$ cat config.mk
export PLATFORM = sky130hd
export DESIGN_NAME = unary_tx_4_11
export DESIGN_NICKNAME = d
export VERILOG_FILES = /design/src/rtl/unary_tx_4_11.sv
export SDC_FILE = /design/constraint.sdc
export NUM_CORES = 1
export LEC_CHECK = 0
export CAP_MARGIN = 10
export CORE_UTILIZATION = 54
export DETAILED_ROUTE_END_ITERATION = 8
export GPL_TIMING_DRIVEN = 1
export PLACE_DENSITY = 0.78
export SETUP_SLACK_MARGIN = 0.3
export SLEW_MARGIN = 30
export SYNTH_ARGS = -nofsm -noshare
export SYNTH_HDL_FRONTEND = slang
export SYNTH_SLANG_ARGS = --single-unit
$ cat constraint.sdc
create_clock -name clk -period 2.3 [get_ports clk]
set_input_delay 0.345 -clock clk [delete_from_list [all_inputs] [get_ports clk]]
set_output_delay 0.345 -clock clk [all_outputs]
set_load 0.05 [all_outputs]
$ cat src/rtl/unary_tx_4_11.sv
// Binary-to-unary frame transmitter: encodes two captured counts as thermometer-coded bit
// streams on A/B, then holds a downstream unary adder in write mode for a fixed drain period.
module unary_tx_4_11 #(
   parameter int unsigned CNT_W     = 4,
   parameter int unsigned FRAME_LEN = 15,
   parameter int unsigned DRAIN_LEN = 20
) (
   input  logic             clk,
   input  logic             rst,
   input  logic             load_valid,
   output logic             load_ready,
   input  logic [CNT_W-1:0] cnt_a,
   input  logic [CNT_W-1:0] cnt_b,
   output logic             A,
   output logic             B,
   output logic             en,
   output logic             read_or_write,
   output logic             frame_done
);

   localparam int unsigned      DrainW   = $clog2(DRAIN_LEN + 1);
   localparam logic [CNT_W-1:0] FrameMax = CNT_W'(FRAME_LEN);
   localparam logic [CNT_W-1:0] IdxOne   = CNT_W'(1);
   localparam logic [DrainW-1:0] DrainMax = DrainW'(DRAIN_LEN);
   localparam logic [DrainW-1:0] DrainOne = DrainW'(1);

   typedef enum logic [1:0] {StIdle, StStream, StDrain} state_e;

   state_e           state_q, state_d;
   logic [CNT_W-1:0] cnt_a_q, cnt_a_d;
   logic [CNT_W-1:0] cnt_b_q, cnt_b_d;
   logic [CNT_W-1:0] idx_q, idx_d;
   logic [CNT_W-1:0] sat_a, sat_b;
   logic [DrainW-1:0] drain_q, drain_d;
   logic             a_q, a_d;
   logic             b_q, b_d;
   logic             en_q, en_d;
   logic             rw_q, rw_d;
   logic             done_q, done_d;
   logic             ready_q, ready_d;

   always_comb begin
      sat_a = (cnt_a > FrameMax) ? FrameMax : cnt_a;
      sat_b = (cnt_b > FrameMax) ? FrameMax : cnt_b;
   end

   // idx_q is the index of the next bit to drive; the visible bit is idx_q-1.
   // drain_q counts drain cycles already visible on the outputs.
   always_comb begin
      state_d = state_q;
      cnt_a_d = cnt_a_q;
      cnt_b_d = cnt_b_q;
      idx_d   = idx_q;
      drain_d = drain_q;
      a_d     = 1'b0;
      b_d     = 1'b0;
      en_d    = 1'b0;
      rw_d    = 1'b0;
      done_d  = 1'b0;
      ready_d = 1'b0;
      case (state_q)
         StIdle: begin
            ready_d = 1'b1;
            if (load_valid) begin
               state_d = StStream;
               cnt_a_d = sat_a;
               cnt_b_d = sat_b;
               idx_d   = IdxOne;
               a_d     = (sat_a != '0);
               b_d     = (sat_b != '0);
               en_d    = 1'b1;
               ready_d = 1'b0;
            end
         end
         StStream: begin
            en_d = 1'b1;
            if (idx_q == FrameMax) begin
               state_d = StDrain;
               rw_d    = 1'b1;
               drain_d = DrainOne;
               done_d  = (DrainMax == DrainOne);
            end else begin
               a_d   = (idx_q < cnt_a_q);
               b_d   = (idx_q < cnt_b_q);
               idx_d = idx_q + IdxOne;
            end
         end
         StDrain: begin
            if (drain_q == DrainMax) begin
               state_d = StIdle;
               ready_d = 1'b1;
               idx_d   = '0;
               drain_d = '0;
            end else begin
               en_d    = 1'b1;
               rw_d    = 1'b1;
               drain_d = drain_q + DrainOne;
               done_d  = ((drain_q + DrainOne) == DrainMax);
            end
         end
         default: begin
            state_d = StIdle;
            ready_d = 1'b1;
         end
      endcase
   end

   always_ff @(posedge clk) begin
      if (rst) begin
         state_q <= StIdle;
         cnt_a_q <= '0;
         cnt_b_q <= '0;
         idx_q   <= '0;
         drain_q <= '0;
         a_q     <= 1'b0;
         b_q     <= 1'b0;
         en_q    <= 1'b0;
         rw_q    <= 1'b0;
         done_q  <= 1'b0;
         ready_q <= 1'b1;
      end else begin
         state_q <= state_d;
         cnt_a_q <= cnt_a_d;
         cnt_b_q <= cnt_b_d;
         idx_q   <= idx_d;
         drain_q <= drain_d;
         a_q     <= a_d;
         b_q     <= b_d;
         en_q    <= en_d;
         rw_q    <= rw_d;
         done_q  <= done_d;
         ready_q <= ready_d;
      end
   end

   assign A             = a_q;
   assign B             = b_q;
   assign en            = en_q;
   assign read_or_write = rw_q;
   assign frame_done    = done_q;
   assign load_ready    = ready_q;

endmodule

==> summary.txt <==
Final cell count without fillers = 200
Setup ws final = 369 ps
Pre-CTS setup slack = 280 ps
Overall Power = 1.13 mW
Initial Util = 0.589
Std-Cell Rows = 17
Fin crit share = 0.840
Flops & latches, synth = 25
Share of cells above drive strength 1 = 0.0640
VDD IR max = 0.483 mV
Port Buffer Count = 16
Fin Setup TNS = 0 ps
Max Fclk = 518 MHz
Synth warnings = 0
Max-Cap Viols = 0
Die span in y = 51.8 µm
Synth top cells by count = nand2_1, dfxtp_1, inv_1
Pre-antenna DRT Iters = 4
Synth top area share = 0.373
Max_slew headroom = 0.650
DR WL/cell = 15.2 µm
Area grow syn2layout = 17.0%
Sw Pwr = 0.411 mW
H-Tree Depth = 1
Die area = 2680 µm²
Hold_ws = 470 ps
Die Wd = 51.8 µm
Leakage = 0.628 nW
CP max FO = 10
PwrDens = 721 nW/µm²
Clock-pin slew on the worst setup and hold paths = 140 ps
Worst skew pair latency = 310 ps
Hold path depth = 2
Core footprint = 2280 µm²
Vias per cell = 5.94
Vias in the first global route = 1,148
Post-synth EDFFs = 0
WS Path Type = reg2reg
CTS Sinks = 25
Total grt overflow = 0
Tmin final = 1930 ps
Flop pwr share = 0.453
Clk pwr share = 0.172
Hold path startpoint = cnt_a_q[1]
Vias post-DR = 1,187
Initial antenna violation count = 0
Slew Limit Fails = 0
Final Skew = 12.1 ps
CTS root buf = clkbuf_4
Hold endpoint = cnt_a_q[1]
Async set-reset flop share out of synthesis = 0
Unrepaired setup endpoints after global routing = no
Gr usage total = 0.250
Clock buffer depth = 2
Final hold violation count = 0
Mean Syn Cell Area = 8.65 µm²
Crit-path cells = inv_1 -> ha_2 -> and4_1 -> a2111oi_4 -> buf_4 -> mux2i_1 -> a21oi_1
Syn Inst Count = 155
First DRT Iteration DRCs = 29
CTS Buf Count = 3
CP Capture Type = register
Pin count of the biggest net entering global routing = 16
DP Wirelength = 2250 µm
Worst R2R Start = state_q[1]
Area leader, netlist = dfxtp_1
Num ports = 17
Post-synth net total = 179
Cell Area, Synth = 1340 µm²
Gpl congestion = 0.876
Hold WC Path Type = reg2reg
Post-layout net count = 197
Arrival @ worst endpoint = 2160 ps
Number of inserted diodes = 0
Status = finished, final reports clean
Worst Reg-to-Reg Cells = 7
CP max stage delay = 430 ps
Sw Ratio = 0.364
Comb pwr share = 0.374
Most frequent cell after synthesis = nand2_1
Final WL = 3040 µm
First-pass GRT wire length = 5020 µm
Flop-to-flop setup slack = 370 ps
Internal = 0.720 mW
Crit start category = register
Synth cell types = 35
DR DRC count = 0
Required time of the critical path = 2530 ps
Sequential-to-total area share from yosys stat = 0.373
CP max-delay cell = a2111oi_4
CTS tree = built
Most used DFF post-synth = dfxtp_1
Post-Place Cells = 194
Reg2reg end = idx_q[3]
Final setup vio count = 0
Antenna Nets Post-Route = 0
Leading post-synthesis cells by cell area = dfxtp_1, ha_1, nand2_1
Slew @ Worst Pin = 524 ps
-- metal layers --
layer | global-route usage | wire length, µm
met1 | 0.336 | 1410
met3 | 0.0409 | 124
met5 | 0 | 0
met4 | 0.0541 | 14
met2 | 0.418 | 1490
-- final cells by class --
| cell class | count | area (µm²) |
|---|---|---|
| timing repair buffer | 19 | 183 |
| clock inverter | 1 | 5.00 |
| tap | 28 | 35.0 |
| multi-input combinational | 109 | 766 |
| sequential | 25 | 500 |
| fill | 185 | 708 |
| clock buffer | 3 | 22.5 |
| inverter | 15 | 56.3 |
-- worst max-delay path, delay by kind of cell (launching register included) --
family,cells,cell delay [ps]
AOI/OAI and AO/OA,2,510
DFF,1,400
buffers and inverters,2,280
adders and majority gates,1,250
and+or+nand+nor,1,210
muxes,1,180
-- kinds of logic after synthesis --
kind of cell | share of synthesized area
flops | 0.373
mux | 0.0299
fa+ha+maj | 0.121
buf+inv | 0.0598
compound gates | 0.210
simple gates | 0.205
-- power groups by stage --
stage               Clock, mW  Sequential, mW  Combinational (mW)
floorplan                   0           0.558               0.245
global placement            0           0.517               0.378
detailed placement          0           0.520               0.397
CTS                     0.199           0.511               0.401
global route            0.227           0.516               0.466
finish                  0.195           0.513               0.423
-- sequential cells by signal, summed over array words and instances (netlist names), 2 cells and up --
register and count:
cnt_b_q 4, idx_q 4, cnt_a_q 4, drain_q 5, state_q 2
-- worst max-delay path by stage --
stage                          start         end  slack [ps]  depth (start not counted)
after global routing      state_q[1]    idx_q[3]         270                          7
after global placement    state_q[1]    idx_q[2]         420                          6
after detailed placement  state_q[1]    idx_q[2]         280                          6
final                     state_q[1]    idx_q[3]         370                          7
after floorplan           state_q[1]    idx_q[2]         460                          7
after CTS                 state_q[0]  drain_q[2]         370                          5
-- stage by stage --
step / area [µm²] / utilization
after detailed placement: 1520 / 0.667
after floorplan: 1340 / -
after CTS: 1550 / 0.679
after global placement: 1520 / 0.667
after global routing: 1570 / 0.689
final: 1570 / 0.689
-- cell usage in the layout, fill, tap and decap left out, types with 3 or more instances in the layout --
| cell | count |
|---|---|
| ha_1 | 12 |
| nand2b_1 | 5 |
| nand2_1 | 26 |
| clkdlybuf4s50_1 | 16 |
| inv_1 | 15 |
| o211a_1 | 3 |
| nor2_1 | 4 |
| dfxtp_1 | 25 |
| clkbuf_4 | 3 |
| buf_4 | 3 |
| nand3_1 | 5 |
| o32ai_1 | 3 |
| o21ai_0 | 3 |
| mux2i_1 | 4 |
| a21oi_1 | 13 |
-- timing repair --
action	in CTS	in global routing
gates resized for setup	0	2
setup endpoints to repair	1	4
buffers inserted	0	2
hold buffers	0	0
pin swaps	1	1
No activity file was read; power rests on OpenSTA's default activity.
